### src/rtl/uc_microc_param_pkg.sv
// microc control unit: shared opcode constants, FSM state and ALU op types.
package microc_pkg;

    typedef enum logic [1:0] {
        RUN   = 2'd0,
        HALT  = 2'd1,
        FAULT = 2'd2
    } state_t;

    typedef enum logic [2:0] {
        ALU_PASSA = 3'd0,
        ALU_NOTA  = 3'd1,
        ALU_ADD   = 3'd2,
        ALU_SUB   = 3'd3,
        ALU_AND   = 3'd4,
        ALU_OR    = 3'd5,
        ALU_NEGA  = 3'd6,
        ALU_NEGB  = 3'd7
    } alu_op_t;

    localparam logic       OP_ALU_PFX = 1'b1;
    localparam logic [5:0] OP_NOP  = 6'b000000;
    localparam logic [5:0] OP_LI   = 6'b000100;
    localparam logic [5:0] OP_J    = 6'b010000;
    localparam logic [5:0] OP_JZ   = 6'b010001;
    localparam logic [5:0] OP_JNZ  = 6'b010010;
    localparam logic [5:0] OP_JAL  = 6'b010011;
    localparam logic [5:0] OP_RET  = 6'b010100;
    localparam logic [5:0] OP_HALT = 6'b011111;

    // li carries a 2-bit don't-care field in its low bits
    function automatic logic is_li_op(input logic [5:0] op);
        return op[5:2] == OP_LI[5:2];
    endfunction

endpackage

### src/rtl/uc_microc_param_if.sv
// microc control unit bus: datapath inputs and decoded control outputs.
interface uc_microc_param_if #(
    parameter int OPW         = 6,
    parameter int ALUW        = 3,
    parameter int PC_W        = 10,
    parameter int STACK_DEPTH = 4
) ();
    localparam int SPW = $clog2(STACK_DEPTH + 1);

    logic            en;
    logic [OPW-1:0]  Opcode;
    logic            z;
    logic [PC_W-1:0] pc_next;

    logic            s_inc;
    logic            s_inm;
    logic            we3;
    logic            wez;
    logic [ALUW-1:0] Op;
    logic            pc_we;
    logic            s_ret;
    logic [PC_W-1:0] ret_addr;
    logic            halted;
    logic            fault;
    logic [SPW-1:0]  sp;
    logic [31:0]     icount;

    modport master (
        output en, Opcode, z, pc_next,
        input  s_inc, s_inm, we3, wez, Op, pc_we, s_ret,
        input  ret_addr, halted, fault, sp, icount
    );

    modport slave (
        input  en, Opcode, z, pc_next,
        output s_inc, s_inm, we3, wez, Op, pc_we, s_ret,
        output ret_addr, halted, fault, sp, icount
    );
endinterface

### src/rtl/uc_microc_param_pila_retorno.sv
// Return-address stack for jal/ret; push/pop are ignored when full/empty.
module pila_retorno #(
    parameter int PC_W        = 10,
    parameter int STACK_DEPTH = 4,
    parameter int SPW         = $clog2(STACK_DEPTH + 1)
) (
    input  logic            clk,
    input  logic            reset,
    input  logic            push,
    input  logic            pop,
    input  logic [PC_W-1:0] din,
    output logic [PC_W-1:0] top,
    output logic [SPW-1:0]  sp,
    output logic            full,
    output logic            empty
);

    logic [PC_W-1:0] mem_q [STACK_DEPTH];
    logic [SPW-1:0]  sp_q;
    logic [SPW-1:0]  sp_d;

    assign full  = (sp_q == SPW'(STACK_DEPTH));
    assign empty = (sp_q == '0);
    assign sp    = sp_q;

    always_comb begin
        sp_d = sp_q;
        if (push && !full) begin
            sp_d = sp_q + SPW'(1);
        end else if (pop && !empty) begin
            sp_d = sp_q - SPW'(1);
        end
    end

    always_ff @(posedge clk) begin
        if (reset) begin
            sp_q <= '0;
        end else begin
            sp_q <= sp_d;
        end
    end

    // contents need no reset: only entries below sp are ever visible
    always_ff @(posedge clk) begin
        for (int i = 0; i < STACK_DEPTH; i++) begin
            if (push && !full && sp_q == SPW'(i)) begin
                mem_q[i] <= din;
            end
        end
    end

    always_comb begin
        top = '0;
        for (int i = 0; i < STACK_DEPTH; i++) begin
            if (sp_q == SPW'(i + 1)) begin
                top = mem_q[i];
            end
        end
    end

endmodule

### src/rtl/uc_microc_param.sv
// microc sequential control unit: decode, return stack, HALT/FAULT states.
// Define UC_ICOUNT_EN to build the retired-instruction counter.
module uc_microc_param
    import microc_pkg::*;
#(
    parameter int OPW         = 6,
    parameter int ALUW        = 3,
    parameter int PC_W        = 10,
    parameter int STACK_DEPTH = 4
) (
    input  logic              clk,
    input  logic              reset,
    uc_microc_param_if.slave  bus
);

    localparam int SPW = $clog2(STACK_DEPTH + 1);

    state_t          state_q;
    state_t          state_d;
    logic [5:0]      op6;
    logic            go;
    logic            push;
    logic            pop;
    logic            full;
    logic            empty;
    logic [PC_W-1:0] top;
    logic [SPW-1:0]  sp;

    logic is_alu, is_nop, is_li, is_j, is_jz, is_jnz;
    logic is_jal, is_ret, is_halt, is_illegal;

    assign op6 = bus.Opcode[OPW-1 -: 6];
    assign go  = (state_q == RUN) && bus.en;

    assign is_alu  = (op6[5] == OP_ALU_PFX);
    assign is_nop  = (op6 == OP_NOP);
    assign is_li   = is_li_op(op6);
    assign is_j    = (op6 == OP_J);
    assign is_jz   = (op6 == OP_JZ);
    assign is_jnz  = (op6 == OP_JNZ);
    assign is_jal  = (op6 == OP_JAL);
    assign is_ret  = (op6 == OP_RET);
    assign is_halt = (op6 == OP_HALT);
    assign is_illegal = ~|{is_alu, is_nop, is_li, is_j, is_jz,
                           is_jnz, is_jal, is_ret, is_halt};

    pila_retorno #(
        .PC_W        (PC_W),
        .STACK_DEPTH (STACK_DEPTH),
        .SPW         (SPW)
    ) u_pila (
        .clk   (clk),
        .reset (reset),
        .push  (push),
        .pop   (pop),
        .din   (bus.pc_next),
        .top   (top),
        .sp    (sp),
        .full  (full),
        .empty (empty)
    );

    always_ff @(posedge clk) begin
        if (reset) begin
            state_q <= RUN;
        end else begin
            state_q <= state_d;
        end
    end

    always_comb begin
        state_d = state_q;
        if (go) begin
            unique case (1'b1)
                is_halt:         state_d = HALT;
                is_illegal:      state_d = FAULT;
                is_jal && full:  state_d = FAULT;
                is_ret && empty: state_d = FAULT;
                default:         state_d = state_q;
            endcase
        end
    end

    // mux selects follow decode in any state; every write is gated by go
    always_comb begin
        bus.s_inc = 1'b0;
        bus.s_inm = 1'b0;
        bus.we3   = 1'b0;
        bus.wez   = 1'b0;
        bus.Op    = '0;
        bus.pc_we = 1'b0;
        bus.s_ret = 1'b0;
        push      = 1'b0;
        pop       = 1'b0;
        unique case (1'b1)
            is_alu: begin
                bus.s_inc = 1'b1;
                bus.Op    = bus.Opcode[ALUW+1:2];
                bus.we3   = go;
                bus.wez   = go;
                bus.pc_we = go;
            end
            is_nop: begin
                bus.s_inc = 1'b1;
                bus.pc_we = go;
            end
            is_li: begin
                bus.s_inc = 1'b1;
                bus.s_inm = 1'b1;
                bus.we3   = go;
                bus.pc_we = go;
            end
            is_j: begin
                bus.pc_we = go;
            end
            is_jz: begin
                bus.s_inc = ~bus.z;
                bus.pc_we = go;
            end
            is_jnz: begin
                bus.s_inc = bus.z;
                bus.pc_we = go;
            end
            is_jal: begin
                bus.pc_we = go && !full;
                push      = go && !full;
            end
            is_ret: begin
                bus.pc_we = go && !empty;
                bus.s_ret = go && !empty;
                pop       = go && !empty;
            end
            default: begin
                bus.pc_we = 1'b0;
            end
        endcase
    end

    assign bus.ret_addr = top;
    assign bus.sp       = sp;
    assign bus.halted   = (state_q == HALT);
    assign bus.fault    = (state_q == FAULT);

`ifdef UC_ICOUNT_EN
    logic [31:0] icount_q;
    logic [31:0] icount_d;

    assign icount_d = icount_q + (bus.pc_we ? 32'd1 : 32'd0);

    always_ff @(posedge clk) begin
        if (reset) begin
            icount_q <= '0;
        end else begin
            icount_q <= icount_d;
        end
    end

    assign bus.icount = icount_q;
`else
    assign bus.icount = '0;
`endif

endmodule

### src/flat_wrapper.sv
// flat-port wrapper written by rule: the top's interface ports become plain ports
module uc_microc_param_flat import microc_pkg::*;
#(
    parameter int OPW         = 6,
    parameter int ALUW        = 3,
    parameter int PC_W        = 10,
    parameter int STACK_DEPTH = 4
)
  (clk, reset, bus_en, bus_Opcode, bus_z, bus_pc_next, bus_s_inc, bus_s_inm, bus_we3, bus_wez, bus_Op, bus_pc_we, bus_s_ret, bus_ret_addr, bus_halted, bus_fault, bus_sp, bus_icount);
  uc_microc_param_if #(.OPW(OPW), .ALUW(ALUW), .PC_W(PC_W), .STACK_DEPTH(STACK_DEPTH)) bus_i ();
  input  logic clk;
  input  logic reset;
  input wire logic [$bits(bus_i.en)-1:0] bus_en;
  input wire logic [$bits(bus_i.Opcode)-1:0] bus_Opcode;
  input wire logic [$bits(bus_i.z)-1:0] bus_z;
  input wire logic [$bits(bus_i.pc_next)-1:0] bus_pc_next;
  output wire logic [$bits(bus_i.s_inc)-1:0] bus_s_inc;
  output wire logic [$bits(bus_i.s_inm)-1:0] bus_s_inm;
  output wire logic [$bits(bus_i.we3)-1:0] bus_we3;
  output wire logic [$bits(bus_i.wez)-1:0] bus_wez;
  output wire logic [$bits(bus_i.Op)-1:0] bus_Op;
  output wire logic [$bits(bus_i.pc_we)-1:0] bus_pc_we;
  output wire logic [$bits(bus_i.s_ret)-1:0] bus_s_ret;
  output wire logic [$bits(bus_i.ret_addr)-1:0] bus_ret_addr;
  output wire logic [$bits(bus_i.halted)-1:0] bus_halted;
  output wire logic [$bits(bus_i.fault)-1:0] bus_fault;
  output wire logic [$bits(bus_i.sp)-1:0] bus_sp;
  output wire logic [$bits(bus_i.icount)-1:0] bus_icount;
  assign bus_i.en = bus_en;
  assign bus_i.Opcode = bus_Opcode;
  assign bus_i.z = bus_z;
  assign bus_i.pc_next = bus_pc_next;
  assign bus_s_inc = bus_i.s_inc;
  assign bus_s_inm = bus_i.s_inm;
  assign bus_we3 = bus_i.we3;
  assign bus_wez = bus_i.wez;
  assign bus_Op = bus_i.Op;
  assign bus_pc_we = bus_i.pc_we;
  assign bus_s_ret = bus_i.s_ret;
  assign bus_ret_addr = bus_i.ret_addr;
  assign bus_halted = bus_i.halted;
  assign bus_fault = bus_i.fault;
  assign bus_sp = bus_i.sp;
  assign bus_icount = bus_i.icount;
  uc_microc_param #(.OPW(OPW), .ALUW(ALUW), .PC_W(PC_W), .STACK_DEPTH(STACK_DEPTH)) u_core (.clk(clk), .reset(reset), .bus(bus_i));
endmodule
### config.mk
export PLATFORM = sky130hd
export DESIGN_NAME = uc_microc_param_flat
export DESIGN_NICKNAME = d
export VERILOG_FILES = /design/src/rtl/uc_microc_param_pkg.sv /design/src/rtl/uc_microc_param_if.sv /design/src/rtl/uc_microc_param_pila_retorno.sv /design/src/rtl/uc_microc_param.sv /design/src/flat_wrapper.sv
export SDC_FILE = /design/constraint.sdc
export NUM_CORES = 1
export LEC_CHECK = 0
export CAP_MARGIN = 10
export CORE_AREA = 2 2 102 104
export DETAILED_ROUTE_END_ITERATION = 8
export DIE_AREA = 0 0 104 106
export GPL_TIMING_DRIVEN = 0
export MAX_ROUTING_LAYER = met4
export SETUP_SLACK_MARGIN = 0.15
export SYNTH_ARGS = -nofsm -noshare
export SYNTH_HDL_FRONTEND = slang
export SYNTH_HIERARCHICAL = 1
export SYNTH_SLANG_ARGS = --single-unit
### constraint.sdc
create_clock -name clk -period 3.85 [get_ports clk]
set_clock_uncertainty 0.2 [all_clocks]
set_input_delay 0.385 -clock clk [delete_from_list [all_inputs] [get_ports clk]]
set_output_delay 0.385 -clock clk [all_outputs]
set_load 0.01 [all_outputs]
# --- Word-level counts from Yosys, hierarchy flattened ---
# Memory sizes are Yosys's and may differ from the RTL's.
# Index checks and enable logic that the tools add are counted.
word_totals:
  reg_bits: 5
  ramBits: 40
  input_bits: 20
  out_inout_bits: 56
  memories: 1
mem_list:
  columns: ["name", "words", "width", "rd", "rd_ports_with_merged_regs", "write_ports", "line_no", "rtl"]
  rows:
  - ["u_core.u_pila.mem_q", 4, 10, 4, 0, 1, "uc_microc_param_pila_retorno.sv:18", "logic [PC_W-1:0] mem_q [STACK_DEPTH];"]
classes:
  addsub: 2
  eq_ne: 13
  mux: 32
  bitwise_logic: 1
  reduce_logical: 28
ops:
  columns: ["op", "n"]
  rows:
  - ["10-bit two-way mux", 7]
  - ["6-bit by 5-bit equality test with 1-bit output (second input constant)", 6]
  - ["10-bit OR reduction", 3]
  - ["1-bit two-way mux", 16]
  - ["1-bit logical AND", 11]
  - ["3-bit two-way mux", 3]
  - ["9-bit OR reduction", 1]
  - ["3-bit by 2-bit equality test with 1-bit output (second input constant)", 2]
  - ["6-bit logical NOT", 1]
  - ["2-bit two-way mux", 3]
  - ["1-bit one-hot mux with 3 select lines", 2]
  - ["3-bit OR reduction", 2]
  - ["6-bit OR reduction", 1]
  - ["4-bit by 1-bit equality test with 1-bit output (second input constant)", 1]
  - ["2-bit one-hot mux with 2 select lines", 1]
  - ["2-bit nonzero test", 2]
  - ["3-bit by 1-bit adder with 3-bit output (second input constant)", 1]
  - ["3-bit by 1-bit equality test with 1-bit output (second input constant)", 1]
  - ["3-bit equality test (second input constant)", 1]
  - ["1-bit logical NOT", 3]
  - ["3-bit logical NOT", 1]
  - ["3-bit by 1-bit subtractor with 3-bit output (second input constant)", 1]
  - ["2-bit by 1-bit equality test with 1-bit output (second input constant)", 1]
  - ["2-bit equality test (second input constant)", 1]
  - ["other kinds (4)", 4]

# --- Logic depth before layout (Yosys ltp) ---
# Gate-level depths: netlist of the first run.
depth:
  word_depth: 12
  ltp_mapped: 10

# --- By module ---
# The synthesis of the first run kept the hierarchy.
modules_own_cells:
  columns: ["module", "instances", "cells_per_inst", "area_per_inst_um2", "seq_area_each_um2"]
  rows:
  - ["pila_retorno", 1, 131, 1829.3, 1261.2]
  - ["uc_microc_param", 1, 80, 580.6, 40.0]

# --- Worst setup path after synthesis of the first run ---
# OpenSTA, ideal clock, no wires.
synth_path:
  path_kind: "register to register"
  startpoint: "reg u_core.u_pila.sp_q[1] (netlist: u_core/u_pila/sp[1])"
  endpoint: "mem u_core.u_pila.mem_q[3][0], enable pin"
  setup_ps: 376
  arrival_time_ps: 2180
  required_time_ps: 3274
  setup_slack_ps: 1094
  path_stages_with_launch: 9
  path_buffers: 2
  synth_period_minus_slack_ps: 2756
  path_cell_list: "dfxtp_1 -> inv_1 -> ha_1 -> and2_1 -> buf_4 -> nor4_2 -> buf_2 -> nand2_1 -> nor2_1"
synth_between:
  elab_chain_cells: 12
synth_lines:
  columns: ["element", "line_no", "rtl"]
  rows:
  - ["start, declared", "uc_microc_param_pila_retorno.sv:19", "logic [SPW-1:0] sp_q;"]
  - ["start signal, assigned", "uc_microc_param_pila_retorno.sv:39", "sp_q <= sp_d;"]
  - ["3-bit equality test (*)", "uc_microc_param_pila_retorno.sv:22", "assign full = (sp_q == SPW'(STACK_DEPTH));"]
  - ["named net u_core.full", "uc_microc_param.sv:24", "logic full;"]
  - ["1-bit logical NOT (*)", "uc_microc_param.sv:126", "push = go && !full;"]
  - ["1-bit logical AND (*)", "uc_microc_param.sv:126", null]
  - ["1-bit two-way mux (*)", "uc_microc_param.sv:95", "unique case (1'b1)"]
  - ["named net u_core.push", "uc_microc_param.sv:22", "logic push;"]
  - ["1-bit logical AND (*)", "uc_microc_param_pila_retorno.sv:46", "if (push && !full && sp_q == SPW'(i)) begin"]
  - ["1-bit logical AND", "uc_microc_param_pila_retorno.sv:46", null]
  - ["1-bit two-way mux", "uc_microc_param_pila_retorno.sv:46", null]
  - ["1-bit two-way mux (implied by the code)", "uc_microc_param_pila_retorno.sv:47", "mem_q[i] <= din;"]
  - ["10-bit OR reduction (no source line)", null, null]
  - ["2-bit two-way mux (no source line) / 1-bit two-way mux (equally long branches) (3 in a row)", null, null]
  - ["end, declared", "uc_microc_param_pila_retorno.sv:18", null]
# The timed path passes the listed nets; every way through them passes the cells marked *.

# --- Worst setup path in the final report of the first run ---
layout_path:
  startpoint: "reg u_core.u_pila.sp_q[1] (netlist: u_core/u_pila/sp[1])"
  endpoint: "mem u_core.u_pila.mem_q[3][9], enable pin"
# Same word-level chain as after synthesis.

==> reports/qor.yml, run 1 <==
status: "finished clean"
max_freq_mhz: 301.2
root_buffer: "clkbuf_8"
post_cts_buffers: 0
design_area_sq_um: 3214
die_area_sq_um: 11020
synth_cells: 211
rsz0062_at_grt: "false"
grt_pass1_wl_um: 7852
synthDistinctLibCells: 47
htreeDepth: 2
tightest_slew_ns: 1.022
min_period_over_period_pct: 86.22
synth-edff-count: 40
dp_hpwl_um: 3626
routed_wl_um: 5242
synth_seq_cells: 45
placed_area_sq_um: 3127
fillers: 1027
clockBufferDepth: 2
place_ws_ns: 0.4493
synthArstFlopShare_pct: 0
drive_gt1_share_pct: 19.45
place_inst: 421
crit_type: "reg2reg"
setup_tns_ns: 0
numCtsBuffers: 5
fin_cells: 429
cts.sinks: 45
synth_area_sq_um: 2410
grt_usage_pct: 9.375
drt_pass1_iterations: 4
max_slew_margin_pct: 31.64
grt_pass1_vias: 1489
grt-ovfl-total: 0
irDropWorstVdd_v: 0.0001509
period_minus_slack_ns: 3.320
drt_iter0_drc: 78
hp-class: "reg2reg"
viasPerCell: 3.986
cts.clk_slew.worst_paths_ns: 0.08
hold_viol_final: 0
fp-row-count: 37
die_w_um: 104
start_util_pct: 24.10
seqCellArea_sq_um: 1301
yosys_warnings: 6
fp.coreArea_sq_um: 10000
maxCapViolations: 0
power_density_nw_per_um2: 289.7
setup_viol: 0
ios: 76
grt_max_degree: 15
diodes: 0
finalPower_uw: 931.1
yosysMostFrequentCell: "edfxtp_1"
post-route-drc-count: 0
detail-route-antenna-nets: 0
startpoint_type: "flop"
setup_ws_ns: 0.5304
p_leak_uw: 0.001202
required_ns: 3.57
ctsHoldBuffers: 0
synth_top_flop_cell: "edfxtp_1"
synth_common_cells: "edfxtp_1 (40), buf_4 (34), nor2_1 (15)"
globalplace.congestion: 0.8097
die_y_um: 106
syn_avg_cell_area_sq_um: 11.42
vias: 1710
antenna_found_initial: 0
end_kind: "flop"
seq_area_frac_synth_pct: 54.00
worstSkewPairLatency_ns: 0.29
slew_viol_final: 0
wl_per_cell_um: 12.22
cp_max_fo: 11
yosys-top-cells-area: "edfxtp_1 (50%), buf_4 (11%), dfxtp_1 (4.2%)"
tritoncts: "done"
multi_input_area_sq_um: 915.9
synth.largest_area_cell: "edfxtp_1"
cts_resized: 0
cp.arrival_ns: 3.04
nets: 318
yosysTopAreaCellShare_pct: 49.84
synthToLayoutAreaGrowth_pct: 33.39
io_buffers: 43
registers in the layout, indices dropped and copies added (netlist names):
signal,cells
u_core/u_pila/sp,3
u_core/state_q,2
u_core/u_pila/mem_q,40
layout by cell type (no fill, tap or decap), types with 5 or more instances in the layout:
master	count
clkdlybuf4s50_1	43
edfxtp_1	40
buf_4	34
conb_1	32
nor2_1	15
nand2_1	12
a22o_1	10
a22oi_1	10
o21ai_1	10
inv_1	8
a21oi_1	7
ha_1	6
clkbuf_8	5
dfxtp_1	5
path summary, 6_finish.rpt:
path                                     startpoint                         to  slack, ns  cells past startpoint
worst max-delay path            u_core/u_pila/sp[1]  u_core/u_pila/mem_q[3][9]       0.53                      8
worst max register to register  u_core/u_pila/sp[1]  u_core/u_pila/mem_q[3][9]       0.53                      8
worst min register to register    u_core/state_q[0]          u_core/state_q[0]       0.32                      2
worst min-delay path              u_core/state_q[0]          u_core/state_q[0]       0.32                      2
report_power, final:
| part | leakage (uW) | internal (uW) | switching, uW |
|---|---|---|---|
| Sequential | 0.000400 | 531 | 1.37 |
| Combinational | 0.000765 | 61.9 | 50.4 |
| Clock | 0.0000374 | 128 | 158 |
area by class of cell:
type	count	share of cell area [%]
plain buffers	39	8.680
clock buffers	6	2.258
clock inverters	2	0.4671
inverters	8	0.9342
multi-input cells	150	28.49
flip-flops and latches	45	40.48
well taps	136	5.294
repair buffers	43	13.39
logic make-up after synthesis:
kind of cell | share of synthesized area, %
mux | 0.4154
buf+inv | 12.82
compound gates | 15.21
simple gates | 13.91
fa+ha+maj | 3.115
other cells | 0.1556
xor+xnor | 0.3635
flops | 54.00
stage by stage:
step | utilization (%) | hold WS (ns)
6_report | 32.14 | 0.3176
2_1_floorplan | - | 0.2529
3_5_place_dp | 31.27 | 0.3136
4_1_cts | 32.14 | 0.3276
5_1_grt | 32.14 | 0.3756
3_3_place_gp | 31.27 | 0.3178
critical path, cell delays in order, from the launching register on:
cell     delay [ns]
dfxtp_1        0.45
inv_1          0.13
ha_1           0.24
and2_1         0.24
buf_4          0.22
nor4_2         0.32
buf_2          0.27
nand2_1        0.07
nor2_1         0.79
metal layers:
layer	part of all wire, %	vias to the layer above	wire length (um)	GRT usage [%]
met5	0	-	0	-
li1	-	869	-	-
met1	44	776	2319	11.04
met3	5.6	5	294	2.207
met2	49	60	2571	16.12
met4	1.1	0	56	2.606
(Power assumes the default switching activity.)
==> inputs of run 2 (changes only) <==
--- a/config.mk
+++ b/config.mk
@@ -12,6 +12,7 @@
 export GPL_TIMING_DRIVEN = 0
 export MAX_ROUTING_LAYER = met4
 export SETUP_SLACK_MARGIN = 0.15
+export SLEW_MARGIN = 10
 export SYNTH_ARGS = -nofsm -noshare
 export SYNTH_HDL_FRONTEND = slang
 export SYNTH_HIERARCHICAL = 1
==> results of run 2 <==
Same layout as run 1: the final DEF is identical, and so are final timing and power.
==> inputs of run 3 (changes only) <==
--- a/config.mk
+++ b/config.mk
@@ -5,12 +5,13 @@
 export SDC_FILE = /design/constraint.sdc
 export NUM_CORES = 1
 export LEC_CHECK = 0
-export CAP_MARGIN = 10
-export CORE_AREA = 2 2 102 104
+export ABC_AREA = 1
+export CORE_AREA = 2 2 78 80
 export DETAILED_ROUTE_END_ITERATION = 8
-export DIE_AREA = 0 0 104 106
+export DIE_AREA = 0 0 80 82
 export GPL_TIMING_DRIVEN = 0
 export MAX_ROUTING_LAYER = met4
+export PLACE_DENSITY = 0.76
 export SETUP_SLACK_MARGIN = 0.15
 export SLEW_MARGIN = 10
 export SYNTH_ARGS = -nofsm -noshare
==> reports/qor.yml, run 3 <==
hold_viol_final: 0  # unchanged
power_density_nw_per_um2: 288.8  # -0.31%
drt_iter0_drc: 87  # +12%
drt_pass1_iterations: 4  # unchanged
cts.sinks: 45  # unchanged
cts_resized: 0  # unchanged
fp.coreArea_sq_um: 5746  # -43%
largest_reg_flops: 40  # unchanged
die_y_um: 82  # -23%
post-route-drc-count: 0  # unchanged
grt-ovfl-total: 0  # unchanged
synth.largest_area_cell: "edfxtp_1"
largest_register: "u_core/u_pila/mem_q"
crit_type: "reg2out"
syn_avg_cell_area_sq_um: 9.142  # -20%
ios: 76  # unchanged
globalplace.congestion: 0.8523  # +5.3%
p_leak_uw: 0.001428  # +19%
tritoncts: "done"
yosys_warnings: 6  # unchanged
drive_gt1_share_pct: 18.54  # -0.91 points
synthToLayoutAreaGrowth_pct: 29.92
synth_area_sq_um: 2505  # +3.9%
setup_tns_ns: 0  # unchanged
synthDistinctLibCells: 29  # -38%
synthArstFlopShare_pct: 0  # unchanged
hp-class: "reg2reg"
routed_wl_um: 4851  # -7.5%
required_ns: 3.26  # -0.31 ns
yosysTopAreaCellShare_pct: 47.95  # -1.9 points
clockBufferDepth: 2  # unchanged
final_common_cell: "nand2_1"
nets: 381  # +20%
maxCapViolations: 0  # unchanged
startpoint_type: "flop"
antenna_found_initial: 0  # unchanged
setup_ws_ns: 0.5117  # -0.01871 ns
end_kind: "output pin"
synth_seq_cells: 45  # unchanged
die_w_um: 80  # -23%
period_minus_slack_ns: 3.338  # +0.01871 ns
start_util_pct: 43.60  # +19 points
max_freq_mhz: 299.6  # -0.56%
status: "finished clean"
fp-row-count: 28  # -24%
grt_pass1_wl_um: 7465  # -4.9%
design_area_sq_um: 3254  # +1.2%
fillers: 504  # -51%
htreeDepth: 2  # unchanged
setup_viol: 0  # unchanged
ctsHoldBuffers: 0  # unchanged
synth-edff-count: 40  # unchanged
grt_max_degree: 17  # +2
cp_max_fo: 11  # unchanged
irDropWorstVdd_v: 0.0002379  # +58%
multi_input_area_sq_um: 947.2  # +3.4%
dp_hpwl_um: 3470  # -4.3%
seq_area_frac_synth_pct: 51.95  # -2.0 points
numCtsBuffers: 5  # unchanged
slew_viol_final: 0  # unchanged
vias: 1914  # +12%
post_cts_buffers: 0  # unchanged
diodes: 0  # unchanged
grt_pass1_vias: 1672  # +12%
synth_common_cells: "nand2_1 (58), edfxtp_1 (40), nor2_1 (38)"
yosys-top-cells-area: "edfxtp_1 (48%), buf_4 (9.9%), nand2_1 (8.7%)"
rsz0062_at_grt: "false"
cp.arrival_ns: 2.75  # -0.29 ns
layout_common_cells: "nand2_1 (58), clkdlybuf4s50_1 (43), edfxtp_1 (40)"
io_buffers: 43  # unchanged
root_buffer: "clkbuf_8"
utilization_pct: 56.64  # +24 points
viasPerCell: 4.441  # +11%
placed_area_sq_um: 3156  # +0.92%
max_slew_margin_pct: 36.19  # +4.5 points
seqCellArea_sq_um: 1301  # unchanged
tightest_slew_ns: 0.9536  # -0.06798 ns
wl_per_cell_um: 11.26  # -7.9%
detail-route-antenna-nets: 0  # unchanged
worstSkewPairLatency_ns: 0.30  # about the same
yosysMostFrequentCell: "nand2_1"
min_period_over_period_pct: 86.71  # +0.49 points
die_area_sq_um: 6560  # -40%
place_ws_ns: 0.3508  # -0.09847 ns
synth_top_flop_cell: "edfxtp_1"
synth_cells: 274  # +30%
grt_usage_pct: 15.41  # +6.0 points
cts.clk_slew.worst_paths_ns: 0.09  # about the same
## run 3: cell count changes after synthesis, moves of 4 or more
cell / delta
a22oi_1: -10
nand3_1: +29
a22o_1: -10
inv_1: +15
o21ai_1: -9
nand2_1: +46
nor2_4: +4
nor2_1: +23
a21oi_1: -4
nor3_1: +4
and2_1: -4
## run 3: power breakdown
part           switching (uW)  total (uW)  internal, uW
clock network             164         295           131
logic                    53.8         113          59.2
registers               0.765         532           531
total                     218         940           721
## run 3: worst max-delay path, cell delays in order (launching register included)
cell             delay [ns]
dfxtp_1                0.42
inv_1                  0.13
ha_1                   0.30
nand2_4                0.13
inv_2                  0.06
buf_4                  0.18
nor3_2                 0.47
nor2_1                 0.10
o21ai_0                0.10
clkdlybuf4s50_1        0.56
## run 3: cell type report
class                   count  share of cell area [%]
repair buffers             43                   13.23
plain buffers              38                   8.727
inverters                  27                   3.191
flip-flops and latches     45                   39.98
multi-input cells         195                   29.10
clock inverters             3                  0.7689
clock buffers               5                   2.115
well taps                  75                   2.884
## run 3: logic make-up after synthesis
kind of cell / synth area share [%]
compound gates: 1.948
flops: 51.95
simple gates: 27.47
other cells: 0.1497
buf+inv: 15.48
fa+ha+maj: 2.997
## run 3: path summary, 6_finish.rpt
path / start / to / slack (ns) / depth (start not counted)
setup / recovery: u_core/u_pila/sp[0] / bus_pc_we / 0.51 / 9
hold / removal: u_core/state_q[0] / u_core/state_q[0] / 0.31 / 2
setup reg to reg: u_core/u_pila/sp[0] / u_core/u_pila/mem_q[0][4] / 0.66 / 8
hold reg to reg: u_core/state_q[0] / u_core/state_q[0] / 0.31 / 2
## run 3: per-layer routing
metal	part of all wire (%)	routed length (um)	GRT usage (%)
met5	0	0	-
met4	1.5	74	8.136
met3	7.4	358	2.088
met2	49	2369	26.08
met1	42	2049	17.94
## run 3: through the flow
| step | total power (uW) | hold slack, ns | std cells |
|---|---|---|---|
| 2_1_floorplan | 609.2 | 0.2474 | 305 |
| 3_3_place_gp | 653.2 | 0.2818 | 423 |
| 3_5_place_dp | 655.1 | 0.3022 | 423 |
| 4_1_cts | 942.8 | 0.3150 | 431 |
| 5_1_grt | 971.3 | 0.3529 | 431 |
| 6_report | 939.8 | 0.3094 | 431 |
